`src/rtl/i8088_bus_front_pkg.sv`:
```
// Shared types and constants for the 8088 bus front end.
package i8088_bus_pkg;
  localparam int CPU_AW = 20;
  localparam logic [31:0] MEM_BASE_DEF = 32'h4000_0000;
  localparam logic [31:0] IO_BASE_DEF  = 32'h4010_0000;

  typedef enum logic [2:0] {
    IDLE     = 3'd0,
    SETTLE   = 3'd1,
    ISSUE_RD = 3'd2,
    ISSUE_WR = 3'd3,
    DRAIN    = 3'd4,
    HOLD     = 3'd5
  } state_e;
endpackage

```
`src/rtl/i8088_bus_front_if.sv`:
```
// Link between the bus front end (master) and the AXI capture block (slave).
// Handshake: a fetch is a level held high until axi_busy is seen high; the
// transaction is done when axi_busy falls, and read_data is valid at that point.
interface i8088_bus_front_if #(
  parameter int ADDR_WIDTH = 32
);
  logic [ADDR_WIDTH-1:0] A;
  logic [3:0]            wstrb;
  logic [31:0]           D;
  logic                  rdaddr_fetch;
  logic                  wraddr_fetch;
  logic                  wrdata_fetch;
  logic                  axi_busy;
  logic [7:0]            read_data;

  modport master (
    output A, wstrb, D, rdaddr_fetch, wraddr_fetch, wrdata_fetch,
    input  axi_busy, read_data
  );

  modport slave (
    input  A, wstrb, D, rdaddr_fetch, wraddr_fetch, wrdata_fetch,
    output axi_busy, read_data
  );
endinterface

```
`src/rtl/i8088_bus_front_sync2.sv`:
```
// Two-flop synchroniser / matched two-stage delay with a synchronous reset value.
module bus_sync2 #(
  parameter int           W       = 1,
  parameter logic [W-1:0] RST_VAL = '0
) (
  input  logic         clk,
  input  logic         rst_n,
  input  logic [W-1:0] i_d,
  output logic [W-1:0] o_q
);
  logic [W-1:0] r_s1;
  logic [W-1:0] r_s2;

  always_ff @(posedge clk) begin
    if (!rst_n) begin
      r_s1 <= RST_VAL;
      r_s2 <= RST_VAL;
    end else begin
      r_s1 <= i_d;
      r_s2 <= r_s1;
    end
  end

  assign o_q = r_s2;
endmodule

```
`src/rtl/i8088_bus_front.sv`:
```
// 8088 local bus front end: syncs the CPU bus, issues capture-block fetches, drives READY.
// Optional macro I8088_IO_SPACE_EN maps I/O cycles to IO_BASE; otherwise I/O is answered locally.
module i8088_bus_front
  import i8088_bus_pkg::*;
#(
  parameter int          ADDR_WIDTH = 32,
  parameter logic [31:0] MEM_BASE   = MEM_BASE_DEF,
  parameter logic [31:0] IO_BASE    = IO_BASE_DEF,
  parameter int          WR_SETTLE  = 3
) (
  input  logic                       AXI_CLK,
  input  logic                       RESETN,
  input  logic                       CPU_ALE,
  input  logic                       CPU_RD_N,
  input  logic                       CPU_WR_N,
  input  logic                       CPU_IOM,
  input  logic [7:0]                 CPU_AD,
  input  logic [11:0]                CPU_A,
  output logic                       CPU_READY,
  output logic [7:0]                 CPU_D_OUT,
  output logic                       CPU_D_OE,
  i8088_bus_front_if.master          cap,
  output logic [2:0]                 o_dbg_state
);
  localparam int CNT_W = $clog2(WR_SETTLE) + 1;

  logic [3:0]          w_ctl_s;
  logic [CPU_AW-1:0]   w_bus_d;
  logic                w_ale_s, w_rd_n_s, w_wr_n_s, w_iom_s;
  logic [7:0]          w_ad_d;
  logic [CPU_AW:0]     r_addr_lat;
  logic                w_lat_io;
  logic [ADDR_WIDTH-1:0] w_map_addr;
  logic [3:0]          w_map_strb;
  logic                w_io_skip;

  state_e              r_state, w_state_nxt;
  logic                w_issue, w_issue_rd, w_cnt_load, w_cnt_dec, w_cap_d;
  logic                w_rd_done, w_io_rd, w_release;
  logic [CNT_W-1:0]    r_cnt;
  logic                r_is_rd;
  logic [ADDR_WIDTH-1:0] r_a;
  logic [3:0]          r_wstrb;
  logic [31:0]         r_d;
  logic                r_rd_fetch, r_wr_fetch, r_ready, r_d_oe;
  logic [7:0]          r_d_out;

  // Strobes idle high; the bus delay keeps address/data aligned with them.
  bus_sync2 #(.W(4), .RST_VAL(4'b0110)) u_sync_ctl (
    .clk(AXI_CLK), .rst_n(RESETN),
    .i_d({CPU_ALE, CPU_RD_N, CPU_WR_N, CPU_IOM}), .o_q(w_ctl_s)
  );
  bus_sync2 #(.W(CPU_AW), .RST_VAL('0)) u_dly_bus (
    .clk(AXI_CLK), .rst_n(RESETN), .i_d({CPU_A, CPU_AD}), .o_q(w_bus_d)
  );

  assign w_ale_s  = w_ctl_s[3];
  assign w_rd_n_s = w_ctl_s[2];
  assign w_wr_n_s = w_ctl_s[1];
  assign w_iom_s  = w_ctl_s[0];
  assign w_ad_d   = w_bus_d[7:0];

  always_ff @(posedge AXI_CLK) begin
    if (!RESETN)      r_addr_lat <= '0;
    else if (w_ale_s) r_addr_lat <= {w_iom_s, w_bus_d};
  end

  assign w_lat_io   = r_addr_lat[CPU_AW];
  assign w_map_addr = w_lat_io ? (ADDR_WIDTH'(IO_BASE) + ADDR_WIDTH'(r_addr_lat[15:0]))
                               : (ADDR_WIDTH'(MEM_BASE) + ADDR_WIDTH'(r_addr_lat[CPU_AW-1:0]));
  assign w_map_strb = 4'b0001 << w_map_addr[1:0];

`ifdef I8088_IO_SPACE_EN
  assign w_io_skip = 1'b0;
`else
  assign w_io_skip = w_lat_io;
`endif

  always_ff @(posedge AXI_CLK) begin
    if (!RESETN) r_state <= IDLE;
    else         r_state <= w_state_nxt;
  end

  always_comb begin
    w_state_nxt = r_state;
    w_issue     = 1'b0;
    w_issue_rd  = 1'b0;
    w_cnt_load  = 1'b0;
    w_cnt_dec   = 1'b0;
    w_cap_d     = 1'b0;
    w_rd_done   = 1'b0;
    w_io_rd     = 1'b0;
    w_release   = 1'b0;
    case (r_state)
      IDLE: begin
        // Read wins when both strobes are low; a busy capture block leaves the cycle pending.
        if (!w_rd_n_s) begin
          if (w_io_skip) begin
            w_state_nxt = HOLD;
            w_io_rd     = 1'b1;
          end else if (!cap.axi_busy) begin
            w_state_nxt = ISSUE_RD;
            w_issue     = 1'b1;
            w_issue_rd  = 1'b1;
          end
        end else if (!w_wr_n_s) begin
          if (w_io_skip) begin
            w_state_nxt = HOLD;
          end else if (!cap.axi_busy) begin
            w_state_nxt = SETTLE;
            w_issue     = 1'b1;
            w_cnt_load  = 1'b1;
          end
        end
      end
      SETTLE: begin
        if (r_cnt == '0) begin
          w_cap_d     = 1'b1;
          w_state_nxt = ISSUE_WR;
        end else begin
          w_cnt_dec = 1'b1;
        end
      end
      ISSUE_RD, ISSUE_WR: if (cap.axi_busy) w_state_nxt = DRAIN;
      DRAIN: begin
        if (!cap.axi_busy) begin
          w_state_nxt = HOLD;
          w_rd_done   = r_is_rd;
        end
      end
      HOLD: begin
        if (w_rd_n_s && w_wr_n_s) begin
          w_state_nxt = IDLE;
          w_release   = 1'b1;
        end
      end
      default: w_state_nxt = IDLE;
    endcase
  end

  always_ff @(posedge AXI_CLK) begin
    if (!RESETN) begin
      r_a        <= '0;
      r_wstrb    <= '0;
      r_d        <= '0;
      r_cnt      <= '0;
      r_is_rd    <= 1'b0;
      r_rd_fetch <= 1'b0;
      r_wr_fetch <= 1'b0;
      r_ready    <= 1'b0;
      r_d_out    <= 8'hFF;
      r_d_oe     <= 1'b0;
    end else begin
      if (w_issue) begin
        r_a     <= w_map_addr;
        r_wstrb <= w_map_strb;
        r_is_rd <= w_issue_rd;
      end
      if (w_cnt_load)     r_cnt <= CNT_W'(WR_SETTLE - 1);
      else if (w_cnt_dec) r_cnt <= r_cnt - CNT_W'(1);
      if (w_cap_d) r_d <= {4{w_ad_d}};
      if (w_rd_done) begin
        r_d_out <= cap.read_data;
        r_d_oe  <= 1'b1;
      end else if (w_io_rd) begin
        r_d_out <= 8'hFF;
        r_d_oe  <= 1'b1;
      end else if (w_release) begin
        r_d_oe  <= 1'b0;
      end
      // Outputs registered from the next state so they change together with it.
      r_rd_fetch <= (w_state_nxt == ISSUE_RD);
      r_wr_fetch <= (w_state_nxt == ISSUE_WR);
      r_ready    <= (w_state_nxt == HOLD);
    end
  end

  assign cap.A            = r_a;
  assign cap.wstrb        = r_wstrb;
  assign cap.D            = r_d;
  assign cap.rdaddr_fetch = r_rd_fetch;
  assign cap.wraddr_fetch = r_wr_fetch;
  assign cap.wrdata_fetch = r_wr_fetch;
  assign CPU_READY        = r_ready;
  assign CPU_D_OUT        = r_d_out;
  assign CPU_D_OE         = r_d_oe;
  assign o_dbg_state      = r_state;
endmodule

```
`src/flat_wrapper.sv`:
```
// flat-port wrapper written by rule: the top's interface ports become plain ports
module i8088_bus_front_flat import i8088_bus_pkg::*;
#(
  parameter int          ADDR_WIDTH = 32,
  parameter logic [31:0] MEM_BASE   = MEM_BASE_DEF,
  parameter logic [31:0] IO_BASE    = IO_BASE_DEF,
  parameter int          WR_SETTLE  = 3
)
  (AXI_CLK, RESETN, CPU_ALE, CPU_RD_N, CPU_WR_N, CPU_IOM, CPU_AD, CPU_A, CPU_READY, CPU_D_OUT, CPU_D_OE, o_dbg_state, cap_A, cap_wstrb, cap_D, cap_rdaddr_fetch, cap_wraddr_fetch, cap_wrdata_fetch, cap_axi_busy, cap_read_data);
  i8088_bus_front_if #(.ADDR_WIDTH(ADDR_WIDTH)) cap_i ();
  input  logic AXI_CLK;
  input  logic RESETN;
  input  logic CPU_ALE;
  input  logic CPU_RD_N;
  input  logic CPU_WR_N;
  input  logic CPU_IOM;
  input  logic [7:0] CPU_AD;
  input  logic [11:0] CPU_A;
  output logic CPU_READY;
  output logic [7:0] CPU_D_OUT;
  output logic CPU_D_OE;
  output logic [2:0] o_dbg_state;
  output wire logic [$bits(cap_i.A)-1:0] cap_A;
  output wire logic [$bits(cap_i.wstrb)-1:0] cap_wstrb;
  output wire logic [$bits(cap_i.D)-1:0] cap_D;
  output wire logic [$bits(cap_i.rdaddr_fetch)-1:0] cap_rdaddr_fetch;
  output wire logic [$bits(cap_i.wraddr_fetch)-1:0] cap_wraddr_fetch;
  output wire logic [$bits(cap_i.wrdata_fetch)-1:0] cap_wrdata_fetch;
  input wire logic [$bits(cap_i.axi_busy)-1:0] cap_axi_busy;
  input wire logic [$bits(cap_i.read_data)-1:0] cap_read_data;
  assign cap_A = cap_i.A;
  assign cap_wstrb = cap_i.wstrb;
  assign cap_D = cap_i.D;
  assign cap_rdaddr_fetch = cap_i.rdaddr_fetch;
  assign cap_wraddr_fetch = cap_i.wraddr_fetch;
  assign cap_wrdata_fetch = cap_i.wrdata_fetch;
  assign cap_i.axi_busy = cap_axi_busy;
  assign cap_i.read_data = cap_read_data;
  i8088_bus_front #(.ADDR_WIDTH(ADDR_WIDTH), .MEM_BASE(MEM_BASE), .IO_BASE(IO_BASE), .WR_SETTLE(WR_SETTLE)) u_core (.AXI_CLK(AXI_CLK), .RESETN(RESETN), .CPU_ALE(CPU_ALE), .CPU_RD_N(CPU_RD_N), .CPU_WR_N(CPU_WR_N), .CPU_IOM(CPU_IOM), .CPU_AD(CPU_AD), .CPU_A(CPU_A), .CPU_READY(CPU_READY), .CPU_D_OUT(CPU_D_OUT), .CPU_D_OE(CPU_D_OE), .cap(cap_i), .o_dbg_state(o_dbg_state));
endmodule
```
`config.mk`:
```
export PLATFORM = sky130hd
export DESIGN_NAME = i8088_bus_front_flat
export DESIGN_NICKNAME = d
export VERILOG_FILES = /design/src/rtl/i8088_bus_front_pkg.sv /design/src/rtl/i8088_bus_front_if.sv /design/src/rtl/i8088_bus_front_sync2.sv /design/src/rtl/i8088_bus_front.sv /design/src/flat_wrapper.sv
export SDC_FILE = /design/constraint.sdc
export NUM_CORES = 1
export LEC_CHECK = 0
export ABC_AREA = 0
export BUFFER_PORTS_ARGS = -buffer_cell sky130_fd_sc_hd__buf_4
export CORE_AREA = 2 2 97 99
export CTS_BUF_LIST = sky130_fd_sc_hd__clkbuf_16
export DETAILED_ROUTE_END_ITERATION = 7
export DIE_AREA = 0 0 99 101
export GPL_ROUTABILITY_DRIVEN = 0
export HOLD_SLACK_MARGIN = 0.06
export PLACE_DENSITY = 0.78
export SYNTH_ARGS = -nofsm -noshare
export SYNTH_HDL_FRONTEND = slang
export SYNTH_SLANG_ARGS = --single-unit
```
`constraint.sdc`:
```
create_clock -name AXI_CLK -period 2 [get_ports AXI_CLK]
set_clock_uncertainty 0.15 [all_clocks]
set_input_delay 0.2 -clock AXI_CLK [delete_from_list [all_inputs] [get_ports AXI_CLK]]
set_output_delay 0.2 -clock AXI_CLK [all_outputs]
set_load 0.005 [all_outputs]
```
Yosys cells after proc, flatten, opt, wreduce, memory -nomap -nowiden
Cells that the tools add are included.
{ "word_totals": {"regBits": 156, "in_bits": 35, "wordCells": 77} }
{ "op_classes": {"bitwise_logic": 1, "shift": 1, "n_eq_ne": 8, "mux": 39, "add_sub_neg": 3, "n_reduce_logical": 8} }
{ "op_table": {"columns": ["op", "count"], "rows": [
  ["$add A31 B16 Y32 const A", 1],
  ["$add A31 B20 Y32 const A", 1],
  ["$mux W32", 1],
  ["$mux W3", 10],
  ["$mux W1", 23],
  ["$mux W8", 2],
  ["$pmux W3 S5", 1],
  ["$eq A3 B2 Y1 const B", 4],
  ["$eq A3 B3 Y1 const B", 3],
  ["$logic_not A3 Y1", 2],
  ["$mux W2", 2],
  ["$reduce_bool A2 Y1", 2],
  ["$reduce_or A2 Y1", 2],
  ["$shl A1 B2 Y4 const A", 1],
  ["$eq A3 B1 Y1 const B", 1],
  ["$reduce_bool A3 Y1", 1],
  ["$sub A3 B1 Y3 const B", 1],
  ["$logic_and A1 B1 Y1", 1],
  ["$not A1 Y1", 1]
]} }

Longest topological paths before layout
{ "logic_depth": {"word_depth": 6, "ltp_mapped": 7} }

Hierarchy
Synthesis repeated with hierarchy kept, for this count alone.
{ "unflattened": {"cells_unflattened": 442, "area_unflattened_um2": 4520.6} }
{ "modules_own_cells": {"columns": ["module", "cells_per_inst", "instances", "area_each_um2"], "rows": [
  ["i8088_bus_front", 342, 1, 3203.1],
  ["bus_sync2 at u_core.u_dly_bus", 84, 1, 1107.3],
  ["bus_sync2 at u_core.u_sync_ctl", 16, 1, 210.2]
]} }

Worst setup path before layout
Ideal clock, no wire load.
{ "synth_path": {"path_kind": "reg-to-reg", "start": "register u_core.r_cnt[0]", "end": "register u_core.r_d[23], in the netlist u_core.cap.D[23]", "setup_time_ns": 0.116, "arrival_time_ns": 1.271, "slack_ns": 0.463, "path_stages_with_launch": 8, "n_path_buf": 1, "cell_sequence": "dfxtp_1 > inv_1 > ha_1 > nand2b_1 > or3_1 > buf_4 > mux2i_1 > nor2b_1"} }
{ "synth_via": {"elab_chain_len": 3} }
{ "synth_rtl": {"columns": ["element", "line", "rtl"], "rows": [
  ["start, declared", "i8088_bus_front.sv:40", "logic [CNT_W-1:0] r_cnt;"],
  ["start signal, assigned", "i8088_bus_front.sv:159", "if (w_cnt_load) r_cnt <= CNT_W'(WR_SETTLE - 1);"],
  ["start signal, assigned", "i8088_bus_front.sv:160", "else if (w_cnt_dec) r_cnt <= r_cnt - CNT_W'(1);"],
  ["$logic_not A3 Y1", "i8088_bus_front.sv:117", "if (r_cnt == '0) begin"],
  ["$mux W1", "i8088_bus_front.sv:117", null],
  ["$mux W1", "i8088_bus_front.sv:94", "case (r_state)"],
  ["end signal, assigned", "i8088_bus_front.sv:161", "if (w_cap_d) r_d <= {4{w_ad_d}};"],
  ["end, declared", "i8088_bus_front.sv:44", "logic [31:0] r_d;"]
]} }
No other way between the ends.
A chain may end at the register's enable or synchronous reset.

Worst setup path after layout
{ "layout_path": {"start": "register u_core.r_cnt[0]", "end": "register u_core.r_d[29], in the netlist u_core.cap.D[29]"} }
Same word-level chain as after synthesis.

==> impl_metrics.ini <==
[final_layout]
layout-drive-gt1-share_pct = 31.4
n_antenna_cell = 0
finalNetCount = 585
final_cell_area_mm2 = 0.00613
layout.cells.non_filler = 672
n_fill_cell = 654
area_growth_pct = 34.2
final_util_pct = 68.3

[route]
drt_iter0_markers = 102
ant_nets = 0
drc = 0
routed_wl_um = 8890
vias = 3149
avgRoutedWirePerCell_um = 13.2
dr.pass1.iters = 4
viasPerCell = 4.69

[synth]
synth_edf_count = 0
syn_area_mm2 = 0.00457
synth.most_common_cell = dfxtp_1
synth-seq-cells = 122
synthTopCellsByCount = 122 x dfxtp_1, 47 x nand2_1, 44 x and2_1
yosys-top-cells-area = dfxtp_1 53%, mux2i_1 6.6%, and2_1 6.0%
synth_cells = 428
yosys.area.top_type = dfxtp_1
yosysWarningCount = 0
synth_top_area_share_pct = 53.5
ys_types = 46
ys.flop_type = dfxtp_1
syn_area_per_cell_um2 = 10.7
ys_async_sr_fraction_pct = 0
synth_seq_area_share_pct = 53.5

[global_route]
track_usage_pct = 18.2
grt_max_degree = 46
antenna_found_initial = 0
grt_pass1_vias = 3039
grt_overflow = 0
grt_pass1_wl_um = 14300

[setup_path]
ff2ff_path_depth = 6
critPathMaxFanout = 8
reg2reg_setup_slack_ns = 0.19
cp-end-kind = register
crit_required_ns = 2.13
worst-setup-path-type = reg -> reg
timing.rr.end = u_core.cap.D[29]
cp-start-kind = register
crit_arrival_ns = 1.94
reg2reg_from = u_core.r_cnt[0]

[placed_design]
port_buffers = 108
place_inst = 605
dp_hpwl_um = 5720
placed_area_mm2 = 0.00522

[floorplan]
core-area_mm2 = 0.00898
rows = 35
floorplan.die.height_um = 101
die_x_um = 99
num_io_pins = 119
die-area_mm2 = 0.0100
start_util_pct = 50.9

[cts]
clk_latency_ns = 0.39
tritoncts = built
cts_resized = 0
cts_buffers = 17
clk_pin_slew_ns = 0.05
h-tree-depth = 4
clk_path_buf_depth = 2
cts.sinks = 122
cts_root_buf = clkbuf_16

[min_path]
holdPathEnd = u_core.u_sync_ctl.o_q[1]
holdCritPathClass = reg -> reg
hold_start = u_core.u_sync_ctl.r_s1[1]
worst_hold_path.num_cells = 1

[sta]
fmax_mhz = 553
period_share_pct = 90.5
fin_tns_setup_ns = 0
hold_slack_ns = 0.252
timing.final.max_slew_violations = 0
final-setup-viol-count = 0
min_period_ns = 1.81
grt_setup_unrepaired = false
hold_viol = 0

[power_and_ir_drop]
p_leak_nw = 2.59
p_per_area_mw_per_mm2 = 955
vdd_drop_max_v = 0.000631

[job]
cap_violations = 0

[run_status]
outcome = complete, no violations
cells in the final DEF, fill, tap and decap left out, types with 2 or more instances in the layout:
cell,instances
inv_1,5
o21ai_0,2
a21boi_2,19
and2_1,44
clkbuf_16,17
nor2_1,5
nand3b_1,2
clkinv_2,4
clkinv_1,4
and3b_2,2
mux2i_1,30
o22a_1,8
nor2b_1,32
nor4_1,2
bufinv_16,2
and3_1,2
buf_4,115
nand2b_1,6
ha_1,2
dlygate4sd3_1,35
a21boi_0,5
or3_1,2
conb_1,10
nand2_1,47
a21boi_1,2
dfxtp_1,122
clkinvlp_4,4
a21oi_1,5
nand3_1,4
nand2_2,3
sequential cells by signal, indices dropped and copies added (netlist names), 3 cells and up:
register                cells
u_core.cap.A               22
u_core.r_addr_lat          21
u_core.u_dly_bus.o_q       20
u_core.u_dly_bus.r_s1      20
u_core.CPU_D_OUT            8
u_core.cap.D                8
u_core.cap.wstrb            4
u_core.u_sync_ctl.o_q       4
u_core.u_sync_ctl.r_s1      4
u_core.o_dbg_state          3
u_core.r_cnt                3
metal layers:
layer,track usage (%),wire length (um),vias to the layer above
met1,21.0,3800,1453
li1,-,-,1599
met3,6.31,516,6
met5,0,0,-
met4,6.53,58,0
met2,31.3,4520,91
layout make-up:
type | count | area (um2) | area share (%)
clock inverters | 15 | 134 | 2.19
well taps | 111 | 139 | 2.27
flip-flops and latches | 122 | 2440 | 39.9
multi-input cells | 251 | 1730 | 28.3
repair buffers | 151 | 1230 | 20.1
clock buffers | 17 | 425 | 6.94
inverters | 5 | 18.8 | 0.306
how the worst max path moves through the flow:
stage | from | to | slack [ns]
2_1_floorplan | u_core.r_cnt[0] | u_core.cap.D[23] | 0.46
3_3_place_gp | u_core.r_cnt[0] | u_core.cap.D[28] | 0.30
3_5_place_dp | u_core.r_cnt[0] | u_core.cap.D[23] | 0.22
4_1_cts | u_core.r_cnt[0] | u_core.cap.D[24] | 0.19
5_1_grt | u_core.r_cnt[1] | u_core.cap.D[23] | 0.08
6_report | u_core.r_cnt[0] | u_core.cap.D[29] | 0.19
cell families after synthesis:
kind of cell | count (synthesis) | synth area share, %
fa+ha+maj | 2 | 0.548
mux | 31 | 6.82
flops | 122 | 53.5
xor+xnor | 1 | 0.192
buf+inv | 64 | 9.29
other cells | 1 | 0.0821
simple gates | 159 | 20.1
compound gates | 48 | 9.45
where the power goes:
group / internal, mW / leakage, nW / switching, mW
Combinational: 0.267 / 1.33 / 0.207
Sequential: 2.51 / 0.995 / 0.0514
Clock: 1.80 / 0.264 / 1.01
per-stage QoR:
| step | total power [mW] | setup WS, ns |
|---|---|---|
| after floorplan | 2.91 | 0.463 |
| after global placement | 3.02 | 0.299 |
| after detailed placement | 3.03 | 0.221 |
| after CTS | 5.90 | 0.193 |
| after global routing | 6.07 | 0.0806 |
| final | 5.85 | 0.190 |
worst max-delay path, stage by stage, from the launching register on:
cell and delay (ns):
dfxtp_1 0.30, inv_1 0.10, ha_1 0.21, nand2b_1 0.08, or3_1 0.54, mux2i_1 0.25, nor2b_1 0.06
timing repair:
| action | in CTS | in global routing |
|---|---|---|
| setup buffers | 0 | 0 |
| hold endpoints to repair | 34 | 0 |
| setup endpoints to repair | 0 | 0 |
| hold buffers | 35 | 0 |
Power figures use the tool's default switching activity.
